===== config.mk =====
export PLATFORM = sky130hd
export DESIGN_NAME = display_scan_ctrl
export DESIGN_NICKNAME = d
export VERILOG_FILES = /design/src/rtl/display_scan_ctrl.sv
export SDC_FILE = /design/constraint.sdc
export NUM_CORES = 1
export LEC_CHECK = 0
export ABC_AREA = 1
export CAP_MARGIN = 20
export CORE_ASPECT_RATIO = 1.5
export CORE_MARGIN = 2
export CORE_UTILIZATION = 56
export CTS_BUF_LIST = sky130_fd_sc_hd__clkbuf_2
export CTS_CLUSTER_SIZE = 16
export DETAILED_ROUTE_END_ITERATION = 7
export GPL_ROUTABILITY_DRIVEN = 0
export GPL_TIMING_DRIVEN = 0
export PLACE_DENSITY = 0.77
export SLEW_MARGIN = 20
export SYNTH_ARGS = -nofsm -noshare
export SYNTH_HDL_FRONTEND = slang
export SYNTH_SLANG_ARGS = --single-unit
export TNS_END_PERCENT = 100

===== constraint.sdc =====
create_clock -name clk -period 2.55 [get_ports clk]
set_input_delay 0.51 -clock clk [delete_from_list [all_inputs] [get_ports clk]]
set_output_delay 0.51 -clock clk [all_outputs]
set_load 0.01 [all_outputs]

===== src/rtl/display_scan_ctrl.sv =====
// -----------------------------------------------------------------------------
// display_scan_ctrl
//
// Scan controller for a multiplexed seven-segment display. The MCU side writes
// digit codes into a shadow bank. A commit request copies the shadow bank into
// the active bank, but only on a frame wrap, so a frame is never torn. Every
// digit slot starts with a blanking interval (anodes and segments off) to
// suppress ghosting, followed by the ON portion where the digit is driven.
//
// Ports
//   clk            system clock
//   reset          synchronous, active-high reset
//   wr_en          write strobe into the shadow bank
//   wr_addr        digit index for a write; indices >= NUM_DIGITS are dropped
//   wr_data        {blank, hex[3:0]}; blank=1 keeps the digit dark
//   commit_req     one-cycle request to copy shadow -> active at the next wrap
//   commit_pending a commit has been requested and not yet applied
//   commit_done    one-cycle pulse in the first cycle the new active bank holds
//   frame_tick     one-cycle pulse in the last displayed cycle of the frame
//   digit_sel      slot index matching the anode_n/seg_n currently driven
//   anode_n        active-low one-hot digit enable
//   seg_n          active-low segments {g,f,e,d,c,b,a}
//   dbg_state      slot phase FSM state (0 = BLANK, 1 = ON)
//
// Output timing: every output is a register. anode_n/seg_n/digit_sel show the
// slot position held by the counters in the previous cycle, so the display
// trails the counters by exactly one cycle. frame_tick and commit_done are
// registered from the wrap cycle and therefore line up with the last displayed
// cycle of the final digit.
// -----------------------------------------------------------------------------
module display_scan_ctrl #(
    parameter int NUM_DIGITS       = 5,
    parameter int CYCLES_PER_DIGIT = 83333,
    parameter int BLANK_CYCLES     = 1000
) (
    input  logic                  clk,
    input  logic                  reset,
    input  logic                  wr_en,
    input  logic [2:0]            wr_addr,
    input  logic [4:0]            wr_data,
    input  logic                  commit_req,
    output logic                  commit_pending,
    output logic                  commit_done,
    output logic                  frame_tick,
    output logic [2:0]            digit_sel,
    output logic [NUM_DIGITS-1:0] anode_n,
    output logic [6:0]            seg_n,
    output logic                  dbg_state
);

    localparam int             CW          = (CYCLES_PER_DIGIT > 1) ? $clog2(CYCLES_PER_DIGIT) : 1;
    localparam logic [CW-1:0]  CNT_LAST    = CW'(CYCLES_PER_DIGIT - 1);
    localparam logic [CW-1:0]  CNT_BLANK   = CW'(BLANK_CYCLES);
    localparam logic [2:0]     SLOT_LAST   = 3'(NUM_DIGITS - 1);
    localparam logic [4:0]     BLANK_ENTRY = 5'b10000;

    typedef enum logic {
        ST_BLANK = 1'b0,
        ST_ON    = 1'b1
    } state_t;

    // Slot position and phase
    logic [CW-1:0] cnt;
    logic [CW-1:0] cnt_next;
    logic [2:0]    slot;
    logic [2:0]    slot_next;
    state_t        state;
    state_t        state_next;
    logic          slot_end;
    logic          frame_wrap;

    // Digit banks
    logic [4:0] shadow [NUM_DIGITS];
    logic [4:0] active [NUM_DIGITS];

    // Next values for the registered outputs
    logic [NUM_DIGITS-1:0] anode_next;
    logic [6:0]            seg_next;
    logic [4:0]            cur_entry;
    logic                  do_commit;
    logic                  wr_ok;

    // Active-high gfedcba pattern for one hex digit.
    function automatic logic [6:0] hex_to_seg(input logic [3:0] h);
        logic [6:0] s;
        case (h)
            4'h0:    s = 7'b0111111;
            4'h1:    s = 7'b0000110;
            4'h2:    s = 7'b1011011;
            4'h3:    s = 7'b1001111;
            4'h4:    s = 7'b1100110;
            4'h5:    s = 7'b1101101;
            4'h6:    s = 7'b1111101;
            4'h7:    s = 7'b0000111;
            4'h8:    s = 7'b1111111;
            4'h9:    s = 7'b1101111;
            4'hA:    s = 7'b1110111;
            4'hB:    s = 7'b1111100;
            4'hC:    s = 7'b0111001;
            4'hD:    s = 7'b1011110;
            4'hE:    s = 7'b1111001;
            default: s = 7'b1110001;
        endcase
        return s;
    endfunction

    // ------------------------------------------------------------------
    // Slot counter and BLANK/ON phase FSM: next-state logic
    // ------------------------------------------------------------------
    always_comb begin
        slot_end   = (cnt == CNT_LAST);
        frame_wrap = slot_end && (slot == SLOT_LAST);
        cnt_next   = slot_end ? '0 : cnt + CW'(1);
        slot_next  = slot;
        if (slot_end) begin
            slot_next = (slot == SLOT_LAST) ? 3'd0 : slot + 3'd1;
        end
        // The phase is a pure function of where the counter lands next, so the
        // state register always agrees with cnt.
        state_next = (cnt_next < CNT_BLANK) ? ST_BLANK : ST_ON;
    end

    always_ff @(posedge clk) begin
        if (reset) begin
            cnt   <= '0;
            slot  <= 3'd0;
            state <= ST_BLANK;
        end else begin
            cnt   <= cnt_next;
            slot  <= slot_next;
            state <= state_next;
        end
    end

    assign dbg_state = state;

    // ------------------------------------------------------------------
    // Output decode for the position held in the counters this cycle
    // ------------------------------------------------------------------
    always_comb begin
        anode_next = '1;
        seg_next   = '1;
        cur_entry  = active[slot];
        if (state == ST_ON) begin
            anode_next[slot] = 1'b0;
            // A blanked digit keeps its anode enabled but lights no segment.
            if (!cur_entry[4]) begin
                seg_next = ~hex_to_seg(cur_entry[3:0]);
            end
        end
    end

    // A request arriving on the wrap cycle itself is honoured on that wrap.
    assign do_commit = frame_wrap && (commit_pending || commit_req);
    assign wr_ok     = wr_en && ({29'd0, wr_addr} < 32'(NUM_DIGITS));

    // ------------------------------------------------------------------
    // Banks, commit handshake and registered outputs
    // ------------------------------------------------------------------
    always_ff @(posedge clk) begin
        if (reset) begin
            anode_n        <= '1;
            seg_n          <= '1;
            digit_sel      <= 3'd0;
            frame_tick     <= 1'b0;
            commit_done    <= 1'b0;
            commit_pending <= 1'b0;
            for (int i = 0; i < NUM_DIGITS; i++) begin
                shadow[i] <= BLANK_ENTRY;
                active[i] <= BLANK_ENTRY;
            end
        end else begin
            anode_n     <= anode_next;
            seg_n       <= seg_next;
            digit_sel   <= slot;
            frame_tick  <= frame_wrap;
            commit_done <= do_commit;

            if (do_commit) begin
                // Non-blocking copy takes the shadow contents from before any
                // write landing on this same edge.
                active         <= shadow;
                commit_pending <= 1'b0;
            end else if (commit_req) begin
                commit_pending <= 1'b1;
            end

            if (wr_ok) begin
                shadow[wr_addr] <= wr_data;
            end
        end
    end

endmodule

* Yosys cells after proc, flatten, opt, wreduce, memory -nomap -nowiden
Memories as Yosys holds them, arrays and structs flattened.
Cells that the tools add are included.
** Storage, ports and cells
- Memories kept :: 1
- Flip-flop bits (word level) :: 89
- Input bits :: 12
- Output and inout bits :: 19
- Memory bits (read-only) :: 112
- Logic and storage cells :: 58
** Memories
- (no name shown) :: words 16, bits a word 7, rd ports 1, clocked after Yosys merged registers in 0, write ports 0, RTL line 86 : case (h)
** Cells by class
- Reductions and logical operators :: 9
- Eq/ne operators :: 2
- $add $sub $neg :: 2
- Bitwise operators :: 5
- Order comparisons :: 7
- Muxes and demuxes :: 13
** Operator list (count)
- 25-bit bitwise mux :: 1
- 17-bit by 1-bit adder with 17-bit output (second input constant) :: 1
- 17-bit == test (second input constant) :: 1
- 17-bit by 10-bit < comparator with 1-bit output (second input constant) :: 1
- 17-bit two-way mux :: 1
- 5-bit binary-select mux with 3-bit select :: 1
- 5-bit demux with 3-bit select :: 1
- 5-bit two-way mux :: 3
- 7-bit two-way mux :: 2
- 4-bit greater-or-equal comparator (second input constant) :: 2
- 3-bit NOT with 4-bit output :: 2
- 7-bit NOT :: 1
- 1-bit logical AND :: 5
- 5-bit NOT :: 1
- 3-bit by 4-bit < comparator with 1-bit output (second input constant) :: 1
- 4-bit by 1-bit < comparator with 1-bit output (second input constant) :: 1
- 2-bit OR reduction :: 2
- 3-bit by 1-bit adder with 3-bit output (second input constant) :: 1
- 1-bit demux with 3-bit select :: 1
- 3-bit == test (second input constant) :: 1
- 3-bit by 1-bit greater-or-equal comparator with 1-bit output (second input constant) :: 1
- 3-bit < comparator (second input constant) :: 1
- 3-bit two-way mux :: 1
- 3-bit OR reduction :: 1
- 3 further kinds :: 4

* Logic depth before layout (Yosys ltp)
An unclocked memory read counts as a cell.
- Word-level depth :: 8
- Gate-level depth with buffers :: 12
- Mapped depth without buffers :: 12

* Worst setup path after synthesis
Ideal clock, no wire load.
- Kind :: reg-to-reg
- Start :: register slot[0]
- End :: register seg_n[6]
- Library setup time :: 0.137 ns
- Buffers on the path :: 2
- Slack :: 0.666 ns
- Cell stages (with the launch flop) :: 12
- Clock period less this slack :: 1.884 ns
- Required time :: 2.413 ns
- Arrival time :: 1.746 ns
- Cell sequence :: dfxtp_1 -> buf_6 -> buf_2 -> o211ai_1 -> nand2_1 -> a31oi_2 -> inv_1 -> ha_1 -> nand2_1 -> o21ai_0 -> nand2_1 -> o211ai_1
** Between the ends
- Cells in the longest elaborated chain, start to end :: 8
- Elaborated cells between the ends (all ways) :: 9
- Classes of those cells :: mux (5); bitwise (2); reduce/logical (1); memory (1)
** RTL lines
- start, declared :: RTL line 65 : logic [2:0] slot;
- start signal, assigned :: RTL line 130 : slot <= slot_next;
- 3-bit NOT with 4-bit output (not written as such) * :: RTL line 143 : cur_entry = active[slot];
- 5-bit binary-select mux with 3-bit select * :: RTL line 143
- 5-bit two-way mux (not written as such) * (2 in a row) :: RTL line 143
- memory 16 x 7 bit
- 7-bit two-way mux :: RTL line 147 : if (!cur_entry[4]) begin
- 7-bit two-way mux :: RTL line 144 : if (state == ST_ON) begin
- 7-bit NOT :: RTL line 148 : seg_next = ~hex_to_seg(cur_entry[3:0]);
- end signal, assigned :: RTL line 174 : seg_n <= seg_next;
- end, declared :: RTL line 47 : output logic [6:0] seg_n,
Mark *: on every way between the ends. The rest lies on a longest branch, timed or not. The select of a mux whose other input is x is not followed.
A chain may end at the register's enable or synchronous reset.

* Final worst setup path
Same ends and word-level chain as after synthesis.

==> reports/results.tsv <==
stage	metric	value	unit
global_route	vias in the first global route	3370	
pwr	Psw	513	uW
route	DRT iter0 DRCs	188	
place	port bufs	30	
outcome	status	completed	
route	final wirelength	9050	microns
sta	skew final	26.8	ps
pwr	worst vdd ir	469	uV
sta	crit path time final	2240	ps
pwr	Clk pwr share	0.273	
cells_and_area	layout cell share with drive strength beyond 1	0.0805	
sta	RSZ-0062 raised after global routing	false	
cells_and_area	ant diodes	0	
pwr	switch share	0.245	
synthesis	synthesized area	3980	sq um
synthesis	cell count after synthesis	551	
global_route	grt ovf	0	
worst_setup_path	startpoint types	register	
worst_setup_path	Crit path required time	2940	ps
min_path	type of the most critical hold path	reg -> reg	
sta	final setup fails	0	
clocking	Sinks on Clock Net	89	
clocking	CTS root buf	clkbuf_2	
worst_setup_path	top cell family by delay on the critical path	compound AO/OA/AOI/OAI gates	
floorplanning	width of the die	72.8	microns
route	Routed WL per cell	13.4	microns
pwr	total power	2090	uW
sta	fin crit share	0.878	
worst_setup_path	Buf/Inv on CP	3	
synthesis	most used flip-flop cell after synthesis	dfxtp_1	
cells_and_area	# nets final	614	
synthesis	ys async rst share	0	
worst_setup_path	Critical Path End Type	register	
worst_setup_path	slowest stage delay, CP	400	ps
route	Vias	3565	
floorplanning	Initial Utilization	0.581	
pwr	power density over the cells	470	nW/um^2
clocking	Post-CTS Setup Inserts	0	
worst_setup_path	CP arrival	2630	ps
clocking	CTS H-tree depth	3	
sta	fmax	447	MHz
global_route	first-pass GRT wire length	15300	microns
synthesis	syn avg cell area	7.22	sq um
global_route	pin count of the biggest net entering global routing	14	
floorplanning	Die Y	107	microns
worst_setup_path	Critical-path top delay cell	dfxtp_1	
cells_and_area	area of the multi-input gates	1870	sq um
cells_and_area	Fill cells	624	
clocking	CTS clk-pin slew, worst paths	210	ps
clocking	worst-case clock buffer depth	2	
route	Via density	5.29	
synthesis	Yosys top cell area share	0.448	
clocking	hold_buf cts	0	
floorplanning	Ports	31	
synthesis	synth warn	0	
worst_setup_path	crit path cell chain	buf_6 > buf_2 > o211ai_1 > nand2_1 > a31oi_2 > inv_1 > ha_1 > nand2_1 > o21ai_0 > nand2_1 > o211ai_1	
global_route	initial antenna violation count	0	
pwr	P_int	1580	uW
clocking	CTS resizes	0	
sta	Rel. slew slack	0.529	
synthesis	area leader, netlist	dfxtp_1	
run	MaxCap Viol Count	0	
worst_setup_path	Setup CP Type	reg -> reg	
sta	Worst-Margin Slew	706	ps
place	hpwl dp	7000	microns
place	Placed Cells incl. Taps	659	
worst_setup_path	Critical Path Most Common Cell	nand2_1	
worst_setup_path	critical path peak fanout	10	
global_route	all-layer global routing usage	0.249	
synthesis	Syn Nets	573	
synthesis	Yosys cell types	30	
route	First-pass DRT Iterations	6	
pwr	Static Leakage	0.00190	uW
pwr	Flop pwr share	0.679	
route	Routed Antenna Nets	0	
synthesis	Area contributors post-synth	dfxtp_1, nand2_1, nor2_1	
pwr	Gate power share	0.047	
floorplanning	num rows	37	
cells_and_area	Post-Layout Cell Count	674	
floorplanning	total die area	7810	sq um
synthesis	synthesized flop and latch total	89	
sta	final hold vios	0	
route	DRC	0	
sta	setup tns final	0	ps
floorplanning	Core ar.	6850	sq um
sta	Max Slew Vio Count	0	
synthesis	count leader, synth	nand2_1	
synthesis	post-synthesis sequential area ratio	0.448	
synthesis	Synth top cells by count	nand2_1, nor2_1, dfxtp_1	
cells_and_area	FF/Latch Area	1780	sq um
synthesis	number of synthesized flops with an enable pin	0	
clocking	CTS tree	yes	
clocking	Num CTS Buffers	9	
clocking	clk_lat worst skew	520	ps
cells_and_area	P&R area growth vs syn	12.0	%
[registers in the layout, summed over array words and instances, names as in the netlist, 3 cells and up]
name / flops
active: 25
anode_n: 5
cnt: 17
digit_sel: 3
seg_n: 7
shadow: 25
slot: 3
[per-stage QoR]
stage,worst slack [ps],cell area (sq um),hold WS (ps),util
after floorplan,666,3980,414,-
after global placement,196,4380,425,0.639
after detailed placement,183,4380,423,0.639
after CTS,331,4460,455,0.650
after global routing,178,4460,477,0.650
final,311,4460,456,0.650
[final timing paths]
check | from | endpoint | cells after the start | slack (ps)
hold reg to reg | shadow[8] | active[8] | 2 | 460
setup reg to reg | slot[0] | seg_n[6] | 11 | 310
hold / removal | shadow[8] | active[8] | 2 | 460
setup / recovery | slot[0] | seg_n[6] | 11 | 310
[power by group through the flow]
| stage | combinational [uW] | clock (uW) | sequential [uW] |
|---|---|---|---|
| CTS | 99.7 | 579 | 1420 |
| global route | 111 | 643 | 1430 |
| detailed placement | 99.2 | 0 | 1450 |
| global placement | 97.2 | 0 | 1450 |
| floorplan | 55.6 | 0 | 1450 |
| finish | 98.9 | 573 | 1420 |
[cell families after synthesis]
group / Yosys count / synth area share
AND/OR/NAND/NOR: 303 / 0.329
flip-flops: 89 / 0.448
buffers and inverters: 80 / 0.0836
AO/OA/AOI/OAI: 67 / 0.104
adder cells (fa/ha/maj): 10 / 0.0314
XOR/XNOR: 2 / 0.00440
[worst min-delay path, cell delays in order (launching register included)]
cell and delay, ps:
dfxtp_1 350, nand2_1 60, nand2_1 40
[layer usage]
layer,global-route usage,vias to the layer above,part of all wire
li1,-,1832,-
met1,0.263,1598,0.39
met2,0.457,105,0.53
met3,0.0421,30,0.035
met4,0.135,0,0.042
met5,0,-,0
[cell type report]
class | count | area share
inverters | 68 | 0.0573
repair buffers | 30 | 0.0674
flip-flops and latches | 89 | 0.400
well taps | 78 | 0.0219
plain buffers | 12 | 0.0174
clock inverters | 3 | 0.00421
multi-input cells | 382 | 0.419
clock buffers | 12 | 0.0135
[placed cells by master, fill, tap and decap left out]
cell,count
buf_6,4
o21ai_0,36
buf_1,1
o21ai_2,8
nand2_1,118
clkinvlp_4,2
ha_1,10
o21a_1,1
buf_2,2
nand2_2,1
inv_1,62
nand2_4,1
o21bai_1,1
nor3_4,2
clkbuf_1,5
nor2_4,2
nor2_1,113
inv_2,6
nand3_1,47
dfxtp_1,89
nor2_2,3
clkinv_1,1
a21oi_1,4
clkbuf_2,12
xor2_1,2
o211ai_1,13
nand3_2,2
a31oi_2,1
clkdlybuf4s50_1,30
a21oi_2,1
o21ai_1,2
nor3_1,5
nand4_1,8
nor2_8,1
(Power assumes the default switching activity.)
==> RTL change 1 (same flow settings) <==
The parameter `NUM_DIGITS` goes from 5 to 6.
--- a/src/rtl/display_scan_ctrl.sv
+++ b/src/rtl/display_scan_ctrl.sv
@@ -31,3 +31,3 @@
 module display_scan_ctrl #(
-    parameter int NUM_DIGITS       = 5,
+    parameter int NUM_DIGITS       = 6,
     parameter int CYCLES_PER_DIGIT = 83333,
Ports: changed (resized anode_n); port bits go from 31 to 32. No check against the original RTL was run, so the function may have changed too.
==> RTL change 1 against the original RTL <==
  * Final area grew 9.6%
  * Routed wire length grew 11%
  * Combinational power grew 6%
  * Sequential cell count grew 11
  * Area after synthesis grew 9.5%
  * Worst setup slack gained 58 ps
  * Power grew 13%
  * Non-clock buffer count grew 6
  * Largest cell class is now flip-flops and latches
==> RTL change 1: results (changes against the original RTL) <==
Maximum VDD drop: 0.000300 V (-36%)
Via count: 3944 (+11%)
Share of layout cells above drive strength 1: 8.03% (-0.023 points)
Initial DRC count: 254 (+35%)
Worst Tran Pin Value: 593 ps (-113 ps)
Min-delay src: shadow[26]
R2R cell count: 12 (+1)
Seq/Total Area, Yosys: 45.9% (+1.2 points)
Top Registers: active: 30 flops, shadow: 30 flops, cnt: 17 flops
Layout Skew: 52.8 ps (+26.0 ps)
Outcome: completed
Routing usage on met1: 27.9% (+1.6 points)
WL final: 10.0 mm (+11%)
Comb power: 0.105 mW (+6%)
Setup crit end: seg_n[3]
Layout Nets: 675 (+9.9%)
FF-to-FF setup slack: 370 ps (+60 ps)
Post-DP HPWL: 7.66 mm (+9.4%)
Avg Synthesized Cell Area: 7.11 um^2 (-1.6%)
Switching part of the total: 25.6% (+1.2 points)
Finished Layout Cells: 762 (+13%)
Number of fill cells: 690 (+11%)
Tmin final: 2180 ps (-58.3 ps)
Syn nets: 633 (+10%)
Met2 WL: 5.05 mm (+4.7%)
M1 wire length: 4.05 mm (+15%)
Pre-antenna DRT Iters: 5 (-1)
Metal3 WL: 479 um (+52%)
Clk_lat worst skew: 600 ps (+80 ps)
Cell Area, Placed: 4800 um^2 (+9.5%)
FF-to-FF End: seg_n[3]
Largest net degree at the start of global routing: 17 (+3)
Power density over the cells: 485 nW/um^2 (+3.2%)
CP max stage delay: 370 ps (-30 ps)
Overall Global Routing Usage: 24.8% (-0.11 points)
Main area contributors after synthesis: dfxtp_1, nand2_1, nor2_1, inv_1, nand3_1
Met3 usage: 4.18% (-0.033 points)
Vias in the first global route: 3832 (+14%)
## RTL change 1: changes by cell type after synthesis, moves of 3 or more
cell,before,now
buf_2,2,5
buf_4,0,4
dfxtp_1,89,100
inv_1,62,69
inv_2,6,12
nand2_1,118,138
nand3_1,47,44
nand4_1,8,4
nor2_1,113,121
o21ai_1,2,16
o22ai_1,0,3
## RTL change 1: area by class of cell
class                      count  area, um^2  share of cell area, %
buffer                        17         100                   2.05
clock buffer                  10        50.0                   1.02
clock inverter                 6        37.5                  0.769
inverter                      82         308                   6.30
multi-input combinational    414        1950                   39.9
sequential                   100        2000                   41.0
tap                          102         128                   2.61
timing repair buffer          31         310                   6.35
## RTL change 1: cell families after synthesis
kind of cell	Yosys count	share of synthesized area, %
adders and majority gates	8	2.30
buffers and inverters	99	9.36
DFF	100	45.9
AOI/OAI and AO/OA	81	10.9
xor gates and xnor gates	4	0.804
and+or+nand+nor	321	30.7
==> RTL change 2 (same flow settings) <==
Made on the original files. Put one more register stage on the output `digit_sel`, cleared by the reset. The value now appears one clock later. The other outputs are not delayed to match.
--- a/src/rtl/display_scan_ctrl.sv
+++ b/src/rtl/display_scan_ctrl.sv
@@ -61,2 +61,4 @@
 
+    logic [2:0] digit_sel_s0;
+
     // Slot position and phase
@@ -163,3 +165,3 @@
             seg_n          <= '1;
-            digit_sel      <= 3'd0;
+            digit_sel_s0   <= 3'd0;
             frame_tick     <= 1'b0;
@@ -174,3 +176,3 @@
             seg_n       <= seg_next;
-            digit_sel   <= slot;
+            digit_sel_s0 <= slot;
             frame_tick  <= frame_wrap;
@@ -193,2 +195,10 @@
 
+    always_ff @(posedge clk) begin
+        if (reset) begin
+            digit_sel <= '0;
+        end else begin
+            digit_sel <= digit_sel_s0;
+        end
+    end
+
 endmodule
Function: no difference found for any inputs over 10 cycles, from zero or initial values and one cycle with reset high; that may be too few to reach the edited logic, so the function may still have changed.
==> RTL change 2 against the original RTL <==
  * Non-clock buffer count decreased by 2
  * Clock skew decreased by 2.9 ps
  * Area after synthesis increased by 2.1%
  * Worst setup slack improved by 54 ps
  * Final area increased by 3.3%
  * Sequential cell count increased by 3
  * Sequential share of layout area about the same
  * Final cell count decreased by 0.45%
  * Routed wire length decreased by 5.7%
  * Power increased by 17%
  * Maximum frequency increased by 2.5%
  * Critical endpoint unchanged
  * Largest cell class is now flip-flops and latches
  * Highest routed layer unchanged
==> RTL change 2: results (changes against the original RTL) <==
Post-Place Worst Slack: 397 ps (+214 ps)
Main area contributors after synthesis: dfxtp_1, nand2_1, nor2_1, inv_1, nand3_1
Layout Nets: 609 (-0.81%)
Met3 usage: 3.36% (-0.86 points)
Layout Skew: 23.9 ps (-2.87 ps)
Worst Tran Pin Value: 506 ps (-200 ps)
Max frequency: 0.458 GHz (+2.5%)
Hold Path Class: in2reg
Final hold slack: 287 ps (-168 ps)
Multi-input combinational area share: 39.9% (-2.0 points)
Register area: 1840 um^2 (+3.4%)
Met2 WL: 4.70 mm (-2.6%)
Number of fill cells: 649 (+4.0%)
Outcome: completed
Metal3 WL: 249 um (-21%)
Endpoint, Worst Hold: commit_done
# port buffers: 29 (-3.3%)
Inverter count: 84 (+24%)
Clk_lat worst skew: 540 ps (+20 ps)
Post-synth cell types: 35 (+17%)
Min-delay src: reset
Finished Layout Cells: 671 (-0.45%)
Post-route cell area: 4610 um^2 (+3.3%)
CP top delay family: buffers and inverters
Cell Area, Placed: 4450 um^2 (+1.7%)
Seq cells: 92 (+3.4%)
Routing usage on met1: 24.0% (-2.2 points)
Clkbuf count: 10 (-2)
## RTL change 2: changes by cell type after synthesis, moves of 8 or more
cell and change:
a21oi_1 +18, nand2_1 -10, nand3_1 -11, nor2_1 -33, o21ai_2 -8, o21ai_1 +13, inv_1 +10
## RTL change 2: cells by family after synthesis
logic type	after synthesis	synth area share, %
buffers and inverters	95	9.48
AND/OR/NAND/NOR	259	28.6
flip-flops	92	45.3
adder cells (fa/ha/maj)	10	3.08
AO/OA/AOI/OAI	88	12.9
XOR/XNOR	3	0.647
## RTL change 2: power groups by stage
| stage | Sequential [mW] | Combinational, mW | Clock (mW) |
|---|---|---|---|
| floorplan | 1.50 | 0.0622 | 0 |
| global placement | 1.50 | 0.101 | 0 |
| detailed placement | 1.50 | 0.103 | 0 |
| CTS | 1.47 | 0.104 | 0.891 |
| global route | 1.47 | 0.118 | 0.944 |
| finish | 1.47 | 0.103 | 0.877 |
